File: src/rtl/muldiv_sequencer.sv
// muldiv_sequencer: iterative signed multiply/divide unit that owns the HI/LO
// register pair. Multiply is shift-add over WIDTH cycles, divide is restoring
// over WIDTH cycles, followed by one sign-correction cycle before HI/LO commit.
module muldiv_sequencer #(
   parameter int         WIDTH  = 32,
   parameter logic [2:0] OP_MUL = 3'd5,
   parameter logic [2:0] OP_DIV = 3'd7
) (
   input  logic             clock,
   input  logic             reset,
   input  logic             start,
   input  logic [2:0]       op,
   input  logic [WIDTH-1:0] in1,
   input  logic [WIDTH-1:0] in2,
   input  logic             hilo_read,
   output logic             busy,
   output logic             stall,
   output logic             done,
   output logic             div_zero,
   output logic [WIDTH-1:0] hi,
   output logic [WIDTH-1:0] lo
);

   localparam int CW = (WIDTH > 1) ? $clog2(WIDTH) : 1;
   localparam logic [CW-1:0] LAST_STEP = CW'(WIDTH - 1);

   localparam logic [1:0] ST_IDLE  = 2'd0;
   localparam logic [1:0] ST_MUL   = 2'd1;
   localparam logic [1:0] ST_DIV   = 2'd2;
   localparam logic [1:0] ST_FIXUP = 2'd3;

   logic [1:0]         r_state;
   logic [CW-1:0]      r_cnt;
   // MUL: {partial product, remaining multiplier bits}; DIV: low half is the
   // dividend shifting out on the left while quotient bits shift in on the right.
   logic [2*WIDTH-1:0] r_acc;
   logic [WIDTH:0]     r_rem;      // restoring-divide partial remainder
   logic [WIDTH-1:0]   r_opb;      // |multiplicand| for MUL, |divisor| for DIV
   logic               r_is_div;
   logic               r_neg_q;    // product / quotient must be negated
   logic               r_neg_r;    // remainder takes the dividend's sign
   logic               r_dz_pend;  // divisor was zero for the op in flight
   logic               r_done;
   logic               r_div_zero;
   logic [WIDTH-1:0]   r_hi;
   logic [WIDTH-1:0]   r_lo;

   logic               w_accept;
   logic [WIDTH-1:0]   w_abs1;
   logic [WIDTH-1:0]   w_abs2;
   logic [WIDTH:0]     w_sum;
   logic [WIDTH:0]     w_shift;
   logic [WIDTH:0]     w_diff;
   logic [2*WIDTH-1:0] w_prod;
   logic [WIDTH-1:0]   w_quot;
   logic [WIDTH-1:0]   w_remv;
   logic [WIDTH-1:0]   w_fix_hi;
   logic [WIDTH-1:0]   w_fix_lo;

   // Request decode and operand magnitudes (most-negative maps to 2^(W-1) unsigned).
   always_comb begin
      w_accept = start && (r_state == ST_IDLE) && ((op == OP_MUL) || (op == OP_DIV));
      w_abs1   = in1[WIDTH-1] ? -in1 : in1;
      w_abs2   = in2[WIDTH-1] ? -in2 : in2;
   end

   // One iteration of the shift-add multiply and of the restoring divide.
   always_comb begin
      w_sum   = {1'b0, r_acc[2*WIDTH-1:WIDTH]} + {1'b0, (r_acc[0] ? r_opb : {WIDTH{1'b0}})};
      w_shift = {r_rem[WIDTH-1:0], r_acc[WIDTH-1]};
      w_diff  = w_shift - {1'b0, r_opb};
   end

   // Sign correction applied in FIXUP; divide-by-zero forces an all-ones quotient.
   always_comb begin
      w_prod = r_neg_q ? -r_acc : r_acc;
      w_quot = r_neg_q ? -r_acc[WIDTH-1:0] : r_acc[WIDTH-1:0];
      w_remv = r_neg_r ? -r_rem[WIDTH-1:0] : r_rem[WIDTH-1:0];
      if (r_is_div) begin
         w_fix_hi = w_remv;
         w_fix_lo = r_dz_pend ? {WIDTH{1'b1}} : w_quot;
      end else begin
         w_fix_hi = w_prod[2*WIDTH-1:WIDTH];
         w_fix_lo = w_prod[WIDTH-1:0];
      end
   end

   // Sequencer: accept, iterate WIDTH steps, correct signs, commit HI/LO.
   always_ff @(posedge clock) begin
      if (reset) begin
         r_state    <= ST_IDLE;
         r_cnt      <= '0;
         r_acc      <= '0;
         r_rem      <= '0;
         r_opb      <= '0;
         r_is_div   <= 1'b0;
         r_neg_q    <= 1'b0;
         r_neg_r    <= 1'b0;
         r_dz_pend  <= 1'b0;
         r_done     <= 1'b0;
         r_div_zero <= 1'b0;
         r_hi       <= '0;
         r_lo       <= '0;
      end else begin
         r_done <= 1'b0;
         case (r_state)
            ST_IDLE: begin
               if (w_accept) begin
                  r_cnt      <= '0;
                  r_rem      <= '0;
                  r_div_zero <= 1'b0;
                  r_neg_q    <= in1[WIDTH-1] ^ in2[WIDTH-1];
                  r_neg_r    <= in1[WIDTH-1];
                  if (op == OP_DIV) begin
                     r_is_div  <= 1'b1;
                     r_dz_pend <= (in2 == '0);
                     r_opb     <= w_abs2;
                     r_acc     <= {{WIDTH{1'b0}}, w_abs1};
                     r_state   <= ST_DIV;
                  end else begin
                     r_is_div  <= 1'b0;
                     r_dz_pend <= 1'b0;
                     r_opb     <= w_abs1;
                     r_acc     <= {{WIDTH{1'b0}}, w_abs2};
                     r_state   <= ST_MUL;
                  end
               end
            end
            ST_MUL: begin
               r_acc <= {w_sum, r_acc[WIDTH-1:1]};
               r_cnt <= r_cnt + 1'b1;
               if (r_cnt == LAST_STEP) begin
                  r_state <= ST_FIXUP;
               end
            end
            ST_DIV: begin
               if (!w_diff[WIDTH]) begin
                  r_rem            <= w_diff;
                  r_acc[WIDTH-1:0] <= {r_acc[WIDTH-2:0], 1'b1};
               end else begin
                  r_rem            <= w_shift;
                  r_acc[WIDTH-1:0] <= {r_acc[WIDTH-2:0], 1'b0};
               end
               r_cnt <= r_cnt + 1'b1;
               if (r_cnt == LAST_STEP) begin
                  r_state <= ST_FIXUP;
               end
            end
            default: begin
               r_hi       <= w_fix_hi;
               r_lo       <= w_fix_lo;
               r_done     <= 1'b1;
               r_div_zero <= r_dz_pend;
               r_state    <= ST_IDLE;
            end
         endcase
      end
   end

   assign busy     = (r_state != ST_IDLE);
   assign stall    = hilo_read & busy;
   assign done     = r_done;
   assign div_zero = r_div_zero;
   assign hi       = r_hi;
   assign lo       = r_lo;

endmodule

File: config.mk
export PLATFORM = sky130hd
export DESIGN_NAME = muldiv_sequencer
export DESIGN_NICKNAME = d
export VERILOG_FILES = /design/src/rtl/muldiv_sequencer.sv
export SDC_FILE = /design/constraint.sdc
export NUM_CORES = 1
export LEC_CHECK = 0
export CORE_MARGIN = 1
export CORE_UTILIZATION = 30
export CTS_CLUSTER_DIAMETER = 150
export DETAILED_ROUTE_END_ITERATION = 10
export HOLD_SLACK_MARGIN = 0.15
export MAX_ROUTING_LAYER = met4
export PLACE_DENSITY = 0.45
export SYNTH_ARGS = -nofsm -noshare
export SYNTH_HDL_FRONTEND = slang
export SYNTH_SLANG_ARGS = --single-unit
File: constraint.sdc
create_clock -name clock -period 9.55 [get_ports clock]
set_clock_uncertainty 0.05 [all_clocks]
set_input_delay 0.955 -clock clock [delete_from_list [all_inputs] [get_ports clock]]
set_output_delay 0.955 -clock clock [all_outputs]
set_load 0.1 [all_outputs]
# Word level (Yosys, flattened, before mapping)
# Index checks and enable logic that the tools add are counted.
# word_totals
reg_bits	205
inputBits	71
output_inout_bits	68
# classes
n_addsub	8
n_eq_ne	7
n_mux	29
n_bitwise	3
n_reduce_logical	19
# ops
cell	n
32-bit two-way mux	12
64-bit two-way mux	2
32-bit negation	4
32-bit one-hot mux with 2 select lines	2
32-bit one-hot mux with 3 select lines	1
64-bit negation	1
32-bit by 32-bit adder with 33-bit output	1
33-bit by 32-bit subtractor with 33-bit output	1
32-bit logical NOT	1
2-bit AND reduction	7
5-bit one-hot mux with 2 select lines	1
2-bit nonzero test	4
3-bit equality test, second input constant	2
2-bit two-way mux	3
5-bit by 1-bit adder with 5-bit output, second input constant	1
5-bit equality test, second input constant	1
1-bit two-way mux	5
5-bit two-way mux	1
2-bit one-hot mux with 2 select lines	1
3-bit nonzero test	1
3-bit OR reduction	1
2-bit by 1-bit equality test with 1-bit output, second input constant	1
2-bit equality test, second input constant	1
1-bit logical AND	2
other kinds (9)	9

# Depth between registers and ports, before layout
# Gate-level depths: netlist (run 1).
# depth
depth_word	5
depth_mapped	14
mapped_depth_nobuf	13

# Worst setup path before layout (run 1)
# Ideal clock, no wire load.
# synth_timing
path_type	input to register
start	in in2[12]
end	reg r_acc[26]
setup_time_ns	0.086
t_arrival_ns	3.849
setup_slack_ns	5.566
cell_stages	9
n_path_buf	0
cell_sequence	or4_4 -> or4_4 -> or4_4 -> or4_4 -> o31ai_1 -> xnor2_1 -> nor2_1 -> a211o_1 -> a211oi_1
# synth_between
elab_chain_cells	5
# synth_lines
element	line	rtl
start, declared	14	input logic [WIDTH-1:0] in2,
32-bit negation	64	w_abs2 = in2[WIDTH-1] ? -in2 : in2;
32-bit two-way mux	64	
32-bit two-way mux	114	if (op == OP_DIV) begin
64-bit two-way mux	108	if (w_accept) begin
32-bit one-hot mux with 3 select lines	106	case (r_state)
end signal, assigned	118	r_acc <= {{WIDTH{1'b0}}, w_abs1};
end signal, assigned	124	r_acc <= {{WIDTH{1'b0}}, w_abs2};
end signal, assigned	130	r_acc <= {w_sum, r_acc[WIDTH-1:1]};
end, declared	36	logic [2*WIDTH-1:0] r_acc;
# Every way passes these cells. The select of a mux whose other input is x is not followed.
# A chain may end at the register's enable or synchronous reset.

# Final worst setup path (run 1)
# layout_timing
start	reg r_acc[31]
end	reg r_rem[26]
# layout_between
elab_chain_cells	3
# layout_lines
element	line	rtl
33-bit by 32-bit subtractor with 33-bit output	71	w_diff = w_shift - {1'b0, r_opb};
32-bit two-way mux	137	if (!w_diff[WIDTH]) begin
32-bit one-hot mux with 2 select lines	106	
end signal, assigned	138	r_rem <= w_diff;
end signal, assigned	141	r_rem <= w_shift;
end, declared	37	logic [WIDTH:0] r_rem;
# Every way passes these cells.

==> impl_metrics.env, run 1 <==
export IMPL_run_status="completed"
export IMPL_number_of_setup_violations_in_the_final_report=0
export IMPL_synth_simple_gate_area_frac=0.215
export IMPL_path_max_fanout=26
export IMPL_globalRoute_busiestLayer="met2"
export IMPL_cts_tree="built"
export IMPL_grt_pass1_vias=14800
export IMPL_max_cap_violations=0
export IMPL_globalRoute_totalOverflow=0
export IMPL_seq_area_frac_synth=0.264
export IMPL_worst_skew_pair_latency_ns=0.58
export IMPL_complex_gate_fraction_of_the_synthesized_area=0.284
export IMPL_drt_total_wl_um=62600
export IMPL_synth_mux_area_frac=0.00774
export IMPL_postLayoutCellArea_um2=18400
export IMPL_synth_top_area_frac=0.264
export IMPL_clock_root_buffer="clkbuf_16"
export IMPL_rows=82
export IMPL_timing_worst_slew_pin_value_ns=1.17
export IMPL_post_route_util=0.364
export IMPL_layout_commonest_cell="nand2_1"
export IMPL_crit_chain="inv_1, ha_1, fa_1, nand2b_1, a21o_1, a31o_2, o21ai_0, a31o_2, o21bai_1, xnor2_4, o2111ai_1, o21ai_0"
export IMPL_vdd_ir_drop_max_mv=0.134
export IMPL_avgViaCountPerCell=5.61
export IMPL_gr_usage_met3=0.0259
export IMPL_p_int_uw=2110
export IMPL_dieHeight_um=229
export IMPL_holdCritPathClass="register to register"
export IMPL_cp_buffers_inverters=1
export IMPL_power_net_switching_uw=1620
export IMPL_port_buffer_count=138
export IMPL_achievable_frequency_ghz=0.235
export IMPL_post_synth_xor_xnor_area=0.116
export IMPL_grt_start_max_net_pins=68
export IMPL_tritoncts_num_sinks=205
export IMPL_async_flop_share=0
export IMPL_power_per_cell_area_nw_per_um2=202
export IMPL_wire_per_inst_um=22.2
export IMPL_setup_tns_ns=0
export IMPL_clock_power_share=0.308
export IMPL_areaGrowthSynthToFinish_pct=18.7
export IMPL_worst_setup_path_type="register to register"
export IMPL_clock_path_buffers=3
export IMPL_min_period_ns=4.25
export IMPL_crit_path_max_incr_delay_ns=0.77
export IMPL_synth_top_family_by_area="compound AO/OA/AOI/OAI gates"
export IMPL_holdWs_ns=0.394
export IMPL_netSwitchingFraction=0.434
export IMPL_worst_r2r_path_depth=12
export IMPL_layout_drive_gt1_share=0.0517
export IMPL_final_antenna_violating_net_count=0
export IMPL_synth_seq_cells=205
export IMPL_floorplan_die_area_um2=52700
export IMPL_yosys_top_cell_by_area="dfxtp_1"
export IMPL_cpLargestDelayFamily="compound AO/OA/AOI/OAI gates"
export IMPL_design_core_area_um2=50600
export IMPL_mappedNetlistNets=2223
export IMPL_critPathCaptureType="register"
export IMPL_final_max_slew_viols=0
export IMPL_ctsResizeCount=0
export IMPL_synth_enable_flop_cells=0
export IMPL_report_final_hold_viol_count=0
export IMPL_floorplan_initialDensity=0.307
export IMPL_post_cts_setup_buffer_count=0
export IMPL_finalWeightedCongestion=0.933
export IMPL_worstPathArrival_ns=4.69
export IMPL_antenna_found_initial=1
export IMPL_count_of_cells_along_the_worst_hold_path=2
export IMPL_place_hpwl_um=47900
export IMPL_required_time_of_the_critical_path_ns=9.99
export IMPL_sequentialPowerShare=0.294
export IMPL_die_x_um=229
export IMPL_pin_count=139
export IMPL_mostFrequentLayoutCells="230 x nand2_1, 204 x dfxtp_1, 201 x nor2_1"
export IMPL_via_count=15800
export IMPL_worst_setup_hold_path_clk_slew_ns=0.06
export IMPL_crit_cells=12
export IMPL_num_nets_final=2273
export IMPL_yosys_top_cells_area="dfxtp_1 26%, xor2_1 6.9%, ha_1 6.0%, nand2_1 5.6%, nor2_1 4.9%"
export IMPL_ys_flop_type="dfxtp_1"
export IMPL_worst_path_max_delay_cell="xnor2_4"
export IMPL_synthAdderAreaFrac=0.0622
export IMPL_placed_cell_area_um2=17400
export IMPL_grt_first_pass_wirelength_um=94100
export IMPL_timing_critical_path_from_type="register"
export IMPL_synth_distinct_cells=71
export IMPL_slew_headroom=0.216
export IMPL_power_leakage_uw=0.00694
export IMPL_numCtsBuffers=28
export IMPL_post_synth_instance_area_um2=15500
export IMPL_drc_errors=0
export IMPL_combinationalPowerShare=0.398
export IMPL_cts_hold_buffers=0
export IMPL_met2_use_gr=0.350
export IMPL_rsz0062_at_grt="false"
export IMPL_detail_route_iter0_violations=1295
export IMPL_finalCritPeriodShare=0.445
export IMPL_avgSynthCellArea_um2=7.48
export IMPL_gr_usage_all_layers=0.238
export IMPL_synthesis_instances=2076
export IMPL_met1_usage=0.345
export IMPL_synth_warning_count=0
export IMPL_firstDrtPassIters=5
export IMPL_cts_htree_levels=1
## power groups by stage
| stage | clock [uW] | combinational [uW] | sequential [uW] |
|---|---|---|---|
| floorplan | 0 | 999 | 1070 |
| global placement | 0 | 1470 | 1100 |
| detailed placement | 0 | 1480 | 1100 |
| CTS | 1170 | 1480 | 1090 |
| global route | 1210 | 1620 | 1100 |
| finish | 1150 | 1480 | 1090 |
## sequential cells by signal, summed over array words and instances, names as in the netlist, 2 cells and up
| register | cells |
|---|---|
| r_acc | 64 |
| hi | 32 |
| lo | 32 |
| r_opb | 32 |
| r_rem | 32 |
| r_cnt | 5 |
| r_state | 2 |
## layout make-up
| cell class | count | area, um^2 |
|---|---|---|
| Clock buffer | 36 | 772 |
| Sequential cell | 205 | 4110 |
| Timing Repair Buffer | 165 | 1580 |
| Fill cell | 5302 | 32100 |
| Tap cell | 672 | 841 |
| Clock inverter | 16 | 214 |
| Inverter | 59 | 221 |
| Antenna cell | 1 | 2.50 |
| Multi-Input combinational cell | 1667 | 10700 |
## final timing paths
kind / start / end / slack, ns
setup / recovery: r_acc[31] / r_rem[26] / 5.30
hold / removal: hi[5] / hi[5] / 0.39
setup reg to reg: r_acc[31] / r_rem[26] / 5.30
hold reg to reg: hi[5] / hi[5] / 0.39
## worst reg2reg max path: cells and delay by family, from the launching register on
family,cells,cell delay (ns)
xor+xnor,1,0.77
buf+inv,1,0.18
compound gates,7,1.87
flops,1,0.44
simple gates,1,0.20
fa+ha+maj,2,0.66
## per-stage QoR
step	power, uW	std cells	setup WS, ns
3_3_place_gp	2580	2768	4.88
3_5_place_dp	2580	2768	4.87
4_1_cts	3730	2820	5.37
2_1_floorplan	2070	2076	5.57
6_report	3720	2821	5.30
5_1_grt	3930	2821	5.06
## routing by layer
layer	up-vias	share of wire
li1	7669	-
met1	7635	0.49
met2	465	0.43
met4	0	0.019
met3	60	0.055
met5	-	0
## synthesized netlist by cell type, drive strengths merged (27+ instances only)
library cell / instances
o211ai: 35
xor2: 122
o41ai: 27
inv: 58
o21ai: 149
nor3: 32
or4: 28
a211oi: 63
dfxtp: 205
nand2: 230
a22o: 33
nor2: 202
a21o: 37
xnor2: 83
nand3: 83
ha: 74
a21oi: 134
clkbuf: 130
o31ai: 57
## logic make-up (layout without fill, tap and decap cells)
| logic type | count (synthesis) | after routing |
|---|---|---|
| AND/OR/NAND/NOR | 713 | 713 |
| AO/OA/AOI/OAI | 661 | 661 |
| XOR/XNOR | 205 | 205 |
| flip-flops | 205 | 205 |
| buffers and inverters | 204 | 276 |
| adder cells (fa/ha/maj) | 76 | 76 |
| multiplexers | 12 | 12 |
| other | 0 | 1 |
No activity file was read; power rests on OpenSTA's default activity.
==> run 2, diff against run 1 <==
PLACE_DENSITY = 0.47   (was 0.45)
clock period = 3.4 ns   (was 9.55 ns; I/O delays follow)
==> run 2 against run 1 <==
- non-clock buffer count increased by 225
- routed wire length increased by 2.7%
- clock-buffer cell count decreased by 2
- register-to-register slack got worse by 5.2 ns
- critical path depth decreased by 2
- combinational power increased to 3.7 times the previous value
- design area increased by 11%
- first-iteration DRC count increased by 6.9%
- core utilization increased by 3.9 points
- die area unchanged
- worst setup slack got worse by 5.2 ns
- global-route usage increased by 0.49 points
- largest power group unchanged
- highest routed layer unchanged
==> impl_metrics.env, run 2 (same netlist as run 1, synthesis figures left out) <==
export IMPL_run_status="completed"
export IMPL_finalWeightedCongestion=0.943
export IMPL_critPathCaptureType="register"
export IMPL_cts_tree="built"
export IMPL_worst_setup_hold_path_clk_slew_ns=0.06
export IMPL_globalRoute_totalOverflow=0
export IMPL_detail_route_iter0_violations=1384
export IMPL_areaGrowthSynthToFinish_pct=31.5
export IMPL_final_antenna_violating_net_count=0
export IMPL_largest_register_ffs=64
export IMPL_firstDrtPassIters=6
export IMPL_met1_usage=0.336
export IMPL_clock_root_buffer="clkbuf_16"
export IMPL_largest_register_by_flop_count="r_acc"
export IMPL_holdCritPathClass="input pin to register"
export IMPL_numCtsBuffers=26
export IMPL_combinationalPowerShare=0.474
export IMPL_timing_worst_slew_pin_value_ns=1.02
export IMPL_pin_count=139
export IMPL_place_hpwl_um=51400
export IMPL_achievable_frequency_ghz=0.303
export IMPL_gr_usage_all_layers=0.242
export IMPL_layout_drive_gt1_share=0.158
export IMPL_power_per_cell_area_nw_per_um2=560
export IMPL_num_nets_final=2496
export IMPL_sequentialPowerShare=0.248
export IMPL_design_core_area_um2=50600
export IMPL_p_int_uw=6630
export IMPL_tritoncts_num_sinks=205
export IMPL_setup_reg_to_reg_worst_slack_ns=0.10
export IMPL_worst_r2r_path_depth=15
export IMPL_grt_pass1_vias=15700
export IMPL_hold_path_end="r_acc[39]"
export IMPL_report_final_hold_viol_count=0
export IMPL_worstPathArrival_ns=3.73
export IMPL_wire_per_inst_um=21.2
export IMPL_cts_htree_levels=1
export IMPL_drc_errors=0
export IMPL_globalRoute_busiestLayer="met2"
export IMPL_floorplan_die_area_um2=52700
export IMPL_power_leakage_uw=0.00809
export IMPL_layout_commonest_cell="buf_4"
export IMPL_antenna_found_initial=0
export IMPL_grt_start_max_net_pins=66
export IMPL_floorplan_initialDensity=0.307
export IMPL_power_net_switching_uw=4800
export IMPL_die_x_um=229
export IMPL_netSwitchingFraction=0.420
export IMPL_filler_cell_count=5241
export IMPL_worst_skew_pair_latency_ns=0.57
export IMPL_mostFrequentLayoutCells="248 x buf_4, 229 x nand2_1, 203 x dfxtp_1"
export IMPL_via_count=16700
export IMPL_clock_path_buffers=3
export IMPL_layout_setup_ws_ns=0.103
export IMPL_count_of_cells_along_the_worst_hold_path=2
export IMPL_met2_use_gr=0.365
export IMPL_slew_headroom=0.319
export IMPL_avgViaCountPerCell=5.51
export IMPL_worstReg2RegStart="r_opb[0]"
export IMPL_max_cap_violations=0
export IMPL_port_buffer_count=138
export IMPL_min_period_ns=3.30
export IMPL_holdWs_ns=0.300
export IMPL_grt_first_pass_wirelength_um=96600
export IMPL_rsz0062_at_grt="true"
export IMPL_required_time_of_the_critical_path_ns=3.83
export IMPL_timing_critical_path_from_type="input pin"
export IMPL_clock_power_share=0.278
export IMPL_hold_sp="reset"
export IMPL_worst_setup_path_type="input pin to register"
export IMPL_finalCritPeriodShare=0.970
export IMPL_gr_usage_met3=0.0325
export IMPL_preCtsSetupSlack_ns=-0.496
export IMPL_path_max_fanout=4
export IMPL_rows=82
export IMPL_cts_hold_buffers=0
export IMPL_dieHeight_um=229
export IMPL_drt_total_wl_um=64300
export IMPL_vdd_ir_drop_max_mv=0.318
export IMPL_critical_path_reg2reg_endpoint="r_rem[0]"
export IMPL_antenna_diode_count=0
export IMPL_number_of_setup_violations_in_the_final_report=0
export IMPL_final_max_slew_viols=0
[run 2: routing by layer]
metal,wire [um],share of wire
met1,30600,0.48
met2,28300,0.44
met3,3760,0.058
met4,1710,0.027
met5,0,0
[run 2: worst max path at each step]
stage,start,slack [ns],cells past startpoint,to
6_report,in2[12],0.10,10,r_acc[25]
5_1_grt,r_acc[0],-0.02,14,r_acc[57]
4_1_cts,r_opb[0],0.00001,15,r_acc[0]
3_5_place_dp,in2[12],-0.50,10,r_acc[26]
3_3_place_gp,in2[12],-0.48,10,r_acc[26]
2_1_floorplan,in2[12],0.03,9,r_acc[26]
[run 2: stage by stage]
step	TNS [ns]	util	instance area [um^2]	power [uW]	instances
detailed placement	-10.97	0.377	19100	7960	2981
global route	-0.0325	0.404	20400	12000	3040
CTS	0	0.398	20100	11200	3032
global placement	-9.96	0.377	19100	7960	2981
floorplan	0	-	15500	5820	2076
finish	0	0.404	20400	11400	3040
[run 2: layout make-up]
class	count	area (um^2)	area share
clock buffers	34	711	0.0348
well taps	672	841	0.0412
inverters	59	224	0.0110
multi-input cells	1667	10900	0.535
clock inverters	13	259	0.0127
repair buffers	390	3350	0.164
flip-flops and latches	205	4110	0.201
[run 2: timing repair]
action,CTS,global route
pin swaps,6,17
endpoints found under the setup margin,9,37
endpoints found under the hold margin,0,0
resized for setup,11,48
cloned,0,2
setup buffers,4,6
[run 2: power by group through the flow]
stage	logic, uW	clock network, uW	registers (uW)
2_1_floorplan	2810	0	3020
3_3_place_gp	5090	0	2870
3_5_place_dp	5080	0	2880
4_1_cts	5120	3260	2820
5_1_grt	5790	3360	2860
6_report	5410	3180	2840
[run 2: worst max-delay path, cell delays in order]
cell and delay [ns]:
clkdlybuf4s50_1 0.42, or4_4 0.54, or4_4 0.44, or4_4 0.50
or4_4 0.55, o21ai_0 0.23, xnor2_1 0.17, nor2_1 0.06
a211o_1 0.28, a211oi_1 0.20
